==> config.mk <==
export PLATFORM = sky130hd
export DESIGN_NAME = insn_decode_stage_flat
export DESIGN_NICKNAME = d
export VERILOG_FILES = /design/src/rtl/insn_decode_if.sv /design/src/rtl/insn_decode_stage.sv /design/src/flat_wrapper.sv
export SDC_FILE = /design/constraint.sdc
export NUM_CORES = 1
export LEC_CHECK = 0
export BUFFER_PORTS_ARGS = -buffer_cell sky130_fd_sc_hd__buf_4
export CORE_MARGIN = 4
export CORE_UTILIZATION = 40
export DETAILED_ROUTE_END_ITERATION = 10
export PLACE_DENSITY_LB_ADDON = 0.2
export SLEW_MARGIN = 40
export SYNTH_ARGS = -nofsm -noshare
export SYNTH_HDL_FRONTEND = slang
export SYNTH_SLANG_ARGS = --single-unit
==> constraint.sdc <==
create_clock -name clk -period 3.7 [get_ports clk]
set_input_delay 0.74 -clock clk [delete_from_list [all_inputs] [get_ports clk]]
set_output_delay 0.74 -clock clk [all_outputs]
set_load 0.02 [all_outputs]
==> src/rtl/insn_decode_if.sv <==
// Fetch-side and execute-side handshake signals of the RV32I decode stage.
interface insn_decode_if #(
   parameter int XLEN = 32
);
   logic            in_valid;
   logic            in_ready;
   logic [31:0]     in_insn;
   logic [XLEN-1:0] in_pc;
   logic            out_valid;
   logic            out_ready;
   logic [XLEN-1:0] out_pc;
   logic [4:0]      rd;
   logic [4:0]      rs1;
   logic [4:0]      rs2;
   logic [XLEN-1:0] imm;
   logic [3:0]      alu_op;
   logic            sub_sra;
   logic            use_imm;
   logic            reg_we;
   logic            mem_rd;
   logic            mem_wr;
   logic            branch;
   logic            jump;
   logic            muldiv;
   logic            illegal;

   modport slave (
      input  in_valid, in_insn, in_pc, out_ready,
      output in_ready, out_valid, out_pc, rd, rs1, rs2, imm, alu_op, sub_sra,
             use_imm, reg_we, mem_rd, mem_wr, branch, jump, muldiv, illegal
   );

   modport master (
      output in_valid, in_insn, in_pc, out_ready,
      input  in_ready, out_valid, out_pc, rd, rs1, rs2, imm, alu_op, sub_sra,
             use_imm, reg_we, mem_rd, mem_wr, branch, jump, muldiv, illegal
   );
endinterface

==> src/rtl/insn_decode_stage.sv <==
// RV32I decode stage: the incoming instruction is decoded combinationally into a
// registered output bundle, backed by one skid entry so in_ready comes from a flop.
module insn_decode_stage #(
   parameter int XLEN     = 32,
   parameter bit ENABLE_M = 1'b0
) (
   input  logic         clk,
   input  logic         rst_n,
   input  logic         flush,
   insn_decode_if.slave io
);

   localparam logic [6:0] OPC_LUI    = 7'b0110111;
   localparam logic [6:0] OPC_AUIPC  = 7'b0010111;
   localparam logic [6:0] OPC_JAL    = 7'b1101111;
   localparam logic [6:0] OPC_JALR   = 7'b1100111;
   localparam logic [6:0] OPC_BRANCH = 7'b1100011;
   localparam logic [6:0] OPC_LOAD   = 7'b0000011;
   localparam logic [6:0] OPC_STORE  = 7'b0100011;
   localparam logic [6:0] OPC_OPIMM  = 7'b0010011;
   localparam logic [6:0] OPC_OP     = 7'b0110011;

   typedef struct packed {
      logic [XLEN-1:0] pc;
      logic [4:0]      rd;
      logic [4:0]      rs1;
      logic [4:0]      rs2;
      logic [XLEN-1:0] imm;
      logic [3:0]      alu_op;
      logic            sub_sra;
      logic            use_imm;
      logic            reg_we;
      logic            mem_rd;
      logic            mem_wr;
      logic            branch;
      logic            jump;
      logic            muldiv;
      logic            illegal;
   } bundle_t;

   function automatic bundle_t decode(input logic [31:0] insn, input logic [XLEN-1:0] pc);
      bundle_t            b;
      logic [6:0]         opc;
      logic [2:0]         f3;
      logic [6:0]         f7;
      logic signed [31:0] imm32;
      logic is_op, is_opimm, is_load, is_store, is_branch;
      logic is_jal, is_jalr, is_lui, is_auipc;
      logic known, bad, md, alt, zero_f3;
      opc       = insn[6:0];
      f3        = insn[14:12];
      f7        = insn[31:25];
      is_op     = (opc == OPC_OP);
      is_opimm  = (opc == OPC_OPIMM);
      is_load   = (opc == OPC_LOAD);
      is_store  = (opc == OPC_STORE);
      is_branch = (opc == OPC_BRANCH);
      is_jal    = (opc == OPC_JAL);
      is_jalr   = (opc == OPC_JALR);
      is_lui    = (opc == OPC_LUI);
      is_auipc  = (opc == OPC_AUIPC);
      known     = is_op | is_opimm | is_load | is_store | is_branch |
                  is_jal | is_jalr | is_lui | is_auipc;
      md        = is_op && (f7 == 7'b0000001);

      bad = !known;
      if (is_op)
         bad = !((f7 == 7'b0000000) || (f7 == 7'b0100000) || (md && ENABLE_M)) ||
               ((f7 == 7'b0100000) && !((f3 == 3'b000) || (f3 == 3'b101)));
      if (is_opimm && (f3 == 3'b001))
         bad = (f7 != 7'b0000000);
      if (is_opimm && (f3 == 3'b101))
         bad = (f7 != 7'b0000000) && (f7 != 7'b0100000);
      if (is_jalr)   bad = (f3 != 3'b000);
      if (is_load)   bad = (f3 == 3'b011) || (f3[2:1] == 2'b11);
      if (is_store)  bad = (f3 > 3'b010);
      if (is_branch) bad = (f3[2:1] == 2'b01);

      imm32 = '0;
      if (is_opimm || is_load || is_jalr)
         imm32 = {{20{insn[31]}}, insn[31:20]};
      else if (is_store)
         imm32 = {{20{insn[31]}}, insn[31:25], insn[11:7]};
      else if (is_branch)
         imm32 = {{19{insn[31]}}, insn[31], insn[7], insn[30:25], insn[11:8], 1'b0};
      else if (is_lui || is_auipc)
         imm32 = {insn[31:12], 12'b0};
      else if (is_jal)
         imm32 = {{11{insn[31]}}, insn[31], insn[19:12], insn[20], insn[30:21], 1'b0};

      // Generalised "second flavour" select: SUB/SRA/SRAI, signed/unsigned compares, branches
      alt = is_branch ||
            ((is_op || is_opimm) && (f3[2:1] == 2'b01)) ||
            (is_op && insn[30] && ((f3 == 3'b000) || (f3 == 3'b101))) ||
            (is_opimm && insn[30] && (f3 == 3'b101));
      zero_f3 = is_lui | is_auipc | is_jal | is_jalr | is_load | is_store;

      b         = '0;
      b.pc      = pc;
      b.rd      = (is_store || is_branch) ? 5'd0 : insn[11:7];
      b.rs1     = insn[19:15];
      b.rs2     = insn[24:20];
      b.imm     = XLEN'(imm32);
      b.muldiv  = md && ENABLE_M;
      b.sub_sra = alt && !b.muldiv;
      b.alu_op  = {b.sub_sra, zero_f3 ? 3'b000 : f3};
      b.use_imm = is_opimm | is_load | is_jalr | is_store | is_lui | is_auipc | is_jal;
      b.reg_we  = !bad && (is_op | is_opimm | is_load | is_lui | is_auipc | is_jal | is_jalr);
      b.mem_rd  = !bad && is_load;
      b.mem_wr  = !bad && is_store;
      b.branch  = !bad && is_branch;
      b.jump    = !bad && (is_jal || is_jalr);
      b.illegal = bad;
      return b;
   endfunction

   bundle_t out_q, out_d, skid_q, skid_d, dec;
   logic    out_vld_q, out_vld_d, skid_vld_q, skid_vld_d;
   logic    accept, out_load;

   assign dec = decode(io.in_insn, io.in_pc);

   always_comb begin
      out_d      = out_q;
      out_vld_d  = out_vld_q;
      skid_d     = skid_q;
      skid_vld_d = skid_vld_q;
      accept     = io.in_valid && !skid_vld_q && !flush;
      out_load   = !out_vld_q || io.out_ready;
      if (flush) begin
         out_vld_d  = 1'b0;
         skid_vld_d = 1'b0;
      end else if (out_load) begin
         // in_ready is low whenever the skid is occupied, so no accept competes here
         if (skid_vld_q) begin
            out_d      = skid_q;
            out_vld_d  = 1'b1;
            skid_vld_d = 1'b0;
         end else begin
            out_vld_d = accept;
            if (accept) out_d = dec;
         end
      end else if (accept) begin
         skid_d     = dec;
         skid_vld_d = 1'b1;
      end
   end

   always_ff @(posedge clk or negedge rst_n) begin
      if (!rst_n) begin
         out_q      <= '0;
         out_vld_q  <= 1'b0;
         skid_q     <= '0;
         skid_vld_q <= 1'b0;
      end else begin
         out_q      <= out_d;
         out_vld_q  <= out_vld_d;
         skid_q     <= skid_d;
         skid_vld_q <= skid_vld_d;
      end
   end

   assign io.in_ready  = !skid_vld_q;
   assign io.out_valid = out_vld_q;
   assign io.out_pc    = out_q.pc;
   assign io.rd        = out_q.rd;
   assign io.rs1       = out_q.rs1;
   assign io.rs2       = out_q.rs2;
   assign io.imm       = out_q.imm;
   assign io.alu_op    = out_q.alu_op;
   assign io.sub_sra   = out_q.sub_sra;
   assign io.use_imm   = out_q.use_imm;
   assign io.reg_we    = out_q.reg_we;
   assign io.mem_rd    = out_q.mem_rd;
   assign io.mem_wr    = out_q.mem_wr;
   assign io.branch    = out_q.branch;
   assign io.jump      = out_q.jump;
   assign io.muldiv    = out_q.muldiv;
   assign io.illegal   = out_q.illegal;

endmodule

==> src/flat_wrapper.sv <==
// flat-port wrapper written by rule: the top's interface ports become plain ports
module insn_decode_stage_flat 
#(
   parameter int XLEN     = 32,
   parameter bit ENABLE_M = 1'b0
)
  (clk, rst_n, flush, io_in_valid, io_in_insn, io_in_pc, io_out_ready, io_in_ready, io_out_valid, io_out_pc, io_rd, io_rs1, io_rs2, io_imm, io_alu_op, io_sub_sra, io_use_imm, io_reg_we, io_mem_rd, io_mem_wr, io_branch, io_jump, io_muldiv, io_illegal);
  insn_decode_if #(.XLEN(XLEN)) io_i ();
  input  logic clk;
  input  logic rst_n;
  input  logic flush;
  input wire logic [$bits(io_i.in_valid)-1:0] io_in_valid;
  input wire logic [$bits(io_i.in_insn)-1:0] io_in_insn;
  input wire logic [$bits(io_i.in_pc)-1:0] io_in_pc;
  input wire logic [$bits(io_i.out_ready)-1:0] io_out_ready;
  output wire logic [$bits(io_i.in_ready)-1:0] io_in_ready;
  output wire logic [$bits(io_i.out_valid)-1:0] io_out_valid;
  output wire logic [$bits(io_i.out_pc)-1:0] io_out_pc;
  output wire logic [$bits(io_i.rd)-1:0] io_rd;
  output wire logic [$bits(io_i.rs1)-1:0] io_rs1;
  output wire logic [$bits(io_i.rs2)-1:0] io_rs2;
  output wire logic [$bits(io_i.imm)-1:0] io_imm;
  output wire logic [$bits(io_i.alu_op)-1:0] io_alu_op;
  output wire logic [$bits(io_i.sub_sra)-1:0] io_sub_sra;
  output wire logic [$bits(io_i.use_imm)-1:0] io_use_imm;
  output wire logic [$bits(io_i.reg_we)-1:0] io_reg_we;
  output wire logic [$bits(io_i.mem_rd)-1:0] io_mem_rd;
  output wire logic [$bits(io_i.mem_wr)-1:0] io_mem_wr;
  output wire logic [$bits(io_i.branch)-1:0] io_branch;
  output wire logic [$bits(io_i.jump)-1:0] io_jump;
  output wire logic [$bits(io_i.muldiv)-1:0] io_muldiv;
  output wire logic [$bits(io_i.illegal)-1:0] io_illegal;
  assign io_i.in_valid = io_in_valid;
  assign io_i.in_insn = io_in_insn;
  assign io_i.in_pc = io_in_pc;
  assign io_i.out_ready = io_out_ready;
  assign io_in_ready = io_i.in_ready;
  assign io_out_valid = io_i.out_valid;
  assign io_out_pc = io_i.out_pc;
  assign io_rd = io_i.rd;
  assign io_rs1 = io_i.rs1;
  assign io_rs2 = io_i.rs2;
  assign io_imm = io_i.imm;
  assign io_alu_op = io_i.alu_op;
  assign io_sub_sra = io_i.sub_sra;
  assign io_use_imm = io_i.use_imm;
  assign io_reg_we = io_i.reg_we;
  assign io_mem_rd = io_i.mem_rd;
  assign io_mem_wr = io_i.mem_wr;
  assign io_branch = io_i.branch;
  assign io_jump = io_i.jump;
  assign io_muldiv = io_i.muldiv;
  assign io_illegal = io_i.illegal;
  insn_decode_stage #(.XLEN(XLEN), .ENABLE_M(ENABLE_M)) u_core (.clk(clk), .rst_n(rst_n), .flush(flush), .io(io_i));
endmodule
# Yosys cells after proc, flatten, opt, wreduce, memory -nomap -nowiden
# Index checks and enable logic that the tools add are counted.
dict set report word_totals {
  input_bits 69
  word_cells 141
  out_inout_bits 94
  reg_bits 185
}
dict set report classes {
  magnitude_cmp 1
  n_eq_ne 16
  n_bitwise 25
  reduce_logical 46
  mux 22
}
# operator n
set op_table {}
lappend op_table {{$mux W92} 2}
lappend op_table {{$mux W32} 5}
lappend op_table {{$eq A7 B6 Y1 const B} 4}
lappend op_table {{$or A1 B1 Y1} 23}
lappend op_table {{$eq A7 B7 Y1 const B} 3}
lappend op_table {{$logic_and A1 B1 Y1} 16}
lappend op_table {{$eq A7 B5 Y1 const B} 2}
lappend op_table {{$logic_or A1 B1 Y1} 14}
lappend op_table {{$mux W1} 13}
lappend op_table {{$eq A7 B2 Y1 const B} 1}
lappend op_table {{$logic_not A1 Y1} 7}
lappend op_table {{$logic_not A7 Y1} 1}
lappend op_table {{$ne A7 B6 Y1 const B} 1}
lappend op_table {{$reduce_bool A7 Y1} 1}
lappend op_table {{$reduce_and A3 Y1} 2}
lappend op_table {{$reduce_bool A3 Y1} 2}
lappend op_table {{$mux W5} 1}
lappend op_table {{$reduce_bool A2 Y1} 2}
lappend op_table {{$eq A3 B1 Y1 const B} 1}
lappend op_table {{$eq A3 B2 Y1 const B} 1}
lappend op_table {{$eq A3 B3 Y1 const B} 1}
lappend op_table {{$gt A3 B2 Y1 const B} 1}
lappend op_table {{$logic_not A3 Y1} 1}
lappend op_table {{$mux W3} 1}
lappend op_table {{3 further kinds} 4}

# Depth between registers and ports, before layout
dict set report depth {
  word_depth 21
  mapped_depth 8
  depth_no_buf 6
}

# Worst setup path after synthesis
# OpenSTA, ideal clock, no wires.
dict set report synth_path {
  path_type {input -> register}
  start {input io_in_insn[31]}
  end {register u_core.skid_q[0] (netlist bit)}
  cell_stages 6
  setup_slack_ps 1292
  setup_ps 125
  n_path_buf 0
  required_ps 3575
  t_arrival_ps 2283
  path_cell_list {or4_1 or3_1 o221a_1 nor3_2 o32ai_1 mux2_2}
}
dict set report synth_between {
  elab_chain_len 11
  elab_cells_between_ends 16
  cone_classes {2 x eq/ne; 7 x mux; 7 x reduce/logical}
}
# element line
set synth_rtl {}
lappend synth_rtl {{start, declared} flat_wrapper.sv:13} ;# input wire logic [$bits(io_i.in_insn)-1:0] io_in_insn;
lappend synth_rtl {{$eq A7 B6 Y1 / $logic_not A7 Y1 (equally long branches)} {insn_decode_stage.sv:68, insn_decode_stage.sv:69}}
lappend synth_rtl {{$logic_or A1 B1 Y1} insn_decode_stage.sv:68} ;# bad = !((f7 == 7'b0000000) || (f7 == 7'b0100000) || (md && ENABLE_M)) ||
lappend synth_rtl {{$logic_not A1 Y1} insn_decode_stage.sv:68}
lappend synth_rtl {{$logic_or A1 B1 Y1} insn_decode_stage.sv:68}
lappend synth_rtl {{$mux W1} insn_decode_stage.sv:67} ;# if (is_op)
lappend synth_rtl {{$mux W1} insn_decode_stage.sv:70} ;# if (is_opimm && (f3 == 3'b001))
lappend synth_rtl {{$mux W1 *} insn_decode_stage.sv:72} ;# if (is_opimm && (f3 == 3'b101))
lappend synth_rtl {{$mux W1 *} insn_decode_stage.sv:74} ;# if (is_jalr) bad = (f3 != 3'b000);
lappend synth_rtl {{$mux W1 *} insn_decode_stage.sv:75} ;# if (is_load) bad = (f3 == 3'b011) || (f3[2:1] == 2'b11);
lappend synth_rtl {{$mux W1 *} insn_decode_stage.sv:76} ;# if (is_store) bad = (f3 > 3'b010);
lappend synth_rtl {{$mux W1 *} insn_decode_stage.sv:77} ;# if (is_branch) bad = (f3[2:1] == 2'b01);
lappend synth_rtl {{end signal, assigned} insn_decode_stage.sv:158} ;# skid_q <= skid_d;
lappend synth_rtl {{end, declared} insn_decode_stage.sv:117} ;# bundle_t out_q, out_d, skid_q, skid_d, dec;
# Mark *: on every way between the ends. The rest lies on a longest branch, timed or not.
# A chain may end at the register's enable or synchronous reset.

# Worst setup path after layout
dict set report layout_path {
  start {register u_core.skid_vld_q}
  end {register u_core.out_q (netlist bit u_core.io.imm[26])}
}
dict set report layout_between {
  elab_chain_len 5
  elab_cells_between_ends 6
  cone_classes {1 x mux; 5 x reduce/logical}
}
# element line
set layout_rtl {}
lappend layout_rtl {{start, declared} insn_decode_stage.sv:118} ;# logic out_vld_q, out_vld_d, skid_vld_q, skid_vld_d;
lappend layout_rtl {{start signal, assigned} insn_decode_stage.sv:159} ;# skid_vld_q <= skid_vld_d;
lappend layout_rtl {{$logic_not A1 Y1} insn_decode_stage.sv:128} ;# accept = io.in_valid && !skid_vld_q && !flush;
lappend layout_rtl {{$logic_and A1 B1 Y1 (2 in series)} insn_decode_stage.sv:128}
lappend layout_rtl {{$reduce_bool A2 Y1 (no line)} -}
lappend layout_rtl {{$reduce_and A3 Y1 (no line)} -}
lappend layout_rtl {{end signal, assigned} insn_decode_stage.sv:156} ;# out_q <= out_d;
lappend layout_rtl {{end, declared} insn_decode_stage.sv:117}
# Parallel ways exist; a longest one is shown, timed or not.

==> summary.txt <==
port bufs -> 161
Clock Sinks -> 182
critical register-to-register path startpoint -> u_core.skid_vld_q$_DFFE_PN0P_
Yosys top cell area share -> 0.558
Worst EP arrival -> 2880 ps
Crit Path Class -> reg2reg
Rel. slew slack -> 0.489
die height -> 151 um
Crit Path Max Fanout -> 34
Fin Setup TNS -> 0 ps
total power -> 0.00520 W
GRT Total Usage -> 0.199
Post-Synthesis Cells -> 893
Post-DP HPWL -> 15400 um
initial antenna violation count -> 0
clk buf depth -> 2
largest family of logic cells by synthesized area -> simple AND/OR/NAND/NOR gates
drt total wl -> 22400 um
Post-CTS Resized -> 0
DR vias/cell -> 5.14
post-synthesis compound-gate area fraction -> 0.150
Max Fclk -> 389 MHz
core box area -> 19800 um2
Worst IR Drop VDD -> 317 uV
final worst setup slack -> 1130 ps
antenna viol nets, final -> 0
crit path to -> u_core.io.imm[26]$_DFFE_PN0P_
Synthesized Nets -> 962
Yosys Warn Count -> 0
Min-Delay Path Class -> in2async
final core occ -> 0.517
syn avg cell area -> 9.14 um2
Post-Synth Simple-Gate Area -> 0.191
critical path cell sequence -> nor2_1 -> nor2_1 -> and2_2 -> nand2_1 -> a21oi_1 -> buf_4 -> a21oi_1
global-route wire length before repair -> 35400 um
ANT cells -> 0
final hold vios -> 0
Final min period -> 2570 ps
vias in the first global route -> 6365
mux cell area share after synthesis -> 0.0679
outcome -> finished, final reports clean
# rows -> 51
post-CTS setup buffer count -> 0
RSZ-0062 raised after global routing -> false
grt total ovfl -> 0
DR DRC count -> 0
register bit total from synthesis -> 182
Worst R2R Setup Slack -> 1130 ps
setup violators final -> 0
CTS buffer count -> 17
Synth area leaders -> dfrtp_1 56%, nand2_1 13%, o21ai_0 6.9%
Synth cell types -> 49
Clock Skew -> 11.5 ps
Area after DPL -> 9620 um2
fraction of the cycle the final worst path needs -> 0.695
Max-cap violations -> 0
top_reg_cell synth -> dfrtp_1
post-route cell area -> 10200 um2
layout net count -> 1093
WL/cell -> 17.2 um
Post-synth ARST share -> 1.00
Post-Syn Area -> 8170 um2
Power Density -> 508 nW/um2
violation count after the first detailed-route iteration -> 567
CP Depth -> 7
I/O pin total -> 163
Lkg Pwr -> 4.77 nW
layout cells sized above 1 -> 0.219
Register-to-Register Path Depth -> 7
dpl ws -> 965 ps
Initial DRT Pass Iterations -> 5
die width -> 151 um
H-tree depth -> 4
clock-pin slew on the worst setup and hold paths -> 70 ps
Top delay family on crit path -> simple AND/OR/NAND/NOR gates
Hold-fix buffers, CTS -> 0
critical path required time -> 4010 ps
Seq/Total Area, Yosys -> 0.558
R2R Path End -> u_core.io.imm[26]$_DFFE_PN0P_
CP Launch Point -> u_core.skid_vld_q$_DFFE_PN0P_
post-synth top area cell -> dfrtp_1
worst skew pair latency -> 420 ps
CTS tree -> yes
area delta synth->final -> 25.3%
crit path capture type -> flop
worst-margin pin slew -> 757 ps
sum of buffers and inverters on the critical path -> 1
Starting Density -> 0.413
CP max stage delay -> 810 ps
Worst setup SP type -> flop
CP max-delay cell -> dfrtp_4
Clock Tree Root -> clkbuf_16
DIE AREA -> 22800 um2
xor and xnor area share after synthesis -> 0.00107
routed vias -> 6690
adder-cell share of the synthesized area -> 0
Max Slew Vio Count -> 0
gp weighted congestion -> 0.898
EDFF count, synth -> 0
largest net degree at the start of global routing -> 97
-- stage by stage --
step	hold WS (ps)	cells
floorplan	438	893
global placement	456	1269
detailed placement	462	1270
CTS	301	1302
global route	323	1302
finish	305	1302
-- cell usage after synthesis (2+ instances only) --
cell / n
buf_4: 2
mux2i_1: 43
o31ai_1: 6
o211ai_1: 12
o21a_1: 13
buf_1: 6
or3_1: 12
nor3b_1: 2
dfrtp_1: 182
nor2_1: 32
and3b_1: 2
nand2b_1: 4
nand2_1: 276
a21oi_1: 54
nand4bb_1: 2
a21o_1: 2
o21ai_0: 113
nand3_1: 7
inv_1: 4
o32ai_1: 2
and2_1: 5
nor3_1: 10
and3_1: 6
mux2_2: 11
clkbuf_1: 57
a22oi_1: 5
-- state kept, by name (all words and copies together) (netlist names), 3 cells and up --
signal and count:
u_core.skid_q 90, u_core.io.rd 5, u_core.io.out_pc 32, u_core.io.rs2 5, u_core.io.alu_op 3, u_core.io.imm 32, u_core.io.rs1 5
-- cell type report --
type | instances | area (um2)
Clock buffer | 18 | 429
Tap cell | 265 | 332
Sequential cell | 182 | 4560
Multi-Input combinational cell | 642 | 3380
Timing Repair Buffer | 177 | 1350
Fill cell | 1887 | 9550
Inverter | 4 | 15.0
Clock inverter | 14 | 163
-- worst register-to-register path: stages, from the launching register on --
cell	delay (ps)
dfrtp_4	810
nor2_1	160
nor2_1	330
and2_2	220
nand2_1	160
a21oi_1	460
buf_4	250
a21oi_1	70
-- metal layers --
| layer | global-route usage | up-vias | share of wire |
|---|---|---|---|
| met3 | 0.0434 | 23 | 0.067 |
| met4 | 0.0485 | 0 | 0.014 |
| met5 | 0 | - | 0 |
| met2 | 0.305 | 216 | 0.46 |
| li1 | - | 3281 | - |
| met1 | 0.290 | 3170 | 0.46 |
-- cell usage in the layout, fill, tap and decap left out, types with 2 or more instances in the layout --
| master | synthesis | routed |
|---|---|---|
| a21o_1 | 2 | 2 |
| a21oi_1 | 54 | 54 |
| a22oi_1 | 5 | 5 |
| and2_1 | 5 | 3 |
| and2_2 | 0 | 2 |
| and3_1 | 6 | 6 |
| and3b_1 | 2 | 2 |
| buf_4 | 2 | 174 |
| bufinv_16 | 0 | 2 |
| clkbuf_16 | 0 | 17 |
| clkinvlp_4 | 0 | 3 |
| dfrtp_1 | 182 | 181 |
| inv_1 | 4 | 4 |
| inv_6 | 0 | 5 |
| inv_8 | 0 | 2 |
| mux2_2 | 11 | 11 |
| mux2i_1 | 43 | 43 |
| nand2_1 | 276 | 274 |
| nand2b_1 | 4 | 4 |
| nand3_1 | 7 | 7 |
| nand4bb_1 | 2 | 2 |
| nor2_1 | 32 | 32 |
| nor3_1 | 10 | 10 |
| nor3b_1 | 2 | 2 |
| o211ai_1 | 12 | 12 |
| o21a_1 | 13 | 13 |
| o21ai_0 | 113 | 113 |
| o31ai_1 | 6 | 6 |
| or3_1 | 12 | 12 |
-- cells by family (layout without fill, tap and decap cells) --
group                  after synthesis  count (layout)
AO/OA/AOI/OAI                      217             217
XOR/XNOR                             1               1
buffers and inverters               69             213
flip-flops                         182             182
multiplexers                        54              54
other                                1               1
AND/OR/NAND/NOR                    369             369
-- worst min-delay path by stage --
| stage | from | to | slack [ps] |
|---|---|---|---|
| 4_1_cts | rst_n | u_core.io.imm[7]$_DFFE_PN0P_ | 300 |
| 3_5_place_dp | u_core.skid_q[44]$_DFFE_PN0P_ | u_core.skid_q[44]$_DFFE_PN0P_ | 460 |
| 2_1_floorplan | rst_n | u_core.io.alu_op[0]$_DFFE_PN0P_ | 440 |
| 3_3_place_gp | u_core.skid_q[64]$_DFFE_PN0P_ | u_core.skid_q[64]$_DFFE_PN0P_ | 460 |
| 6_report | rst_n | u_core.io.out_pc[29]$_DFFE_PN0P_ | 310 |
| 5_1_grt | rst_n | u_core.io.out_pc[29]$_DFFE_PN0P_ | 320 |
-- report_power, final --
group	internal (W)	leakage (nW)	switching, W
Combinational	0.000383	2.16	0.000536
Sequential	0.00228	2.32	0.000160
Clock	0.00102	0.282	0.000818
No activity file was read; power rests on OpenSTA's default activity.
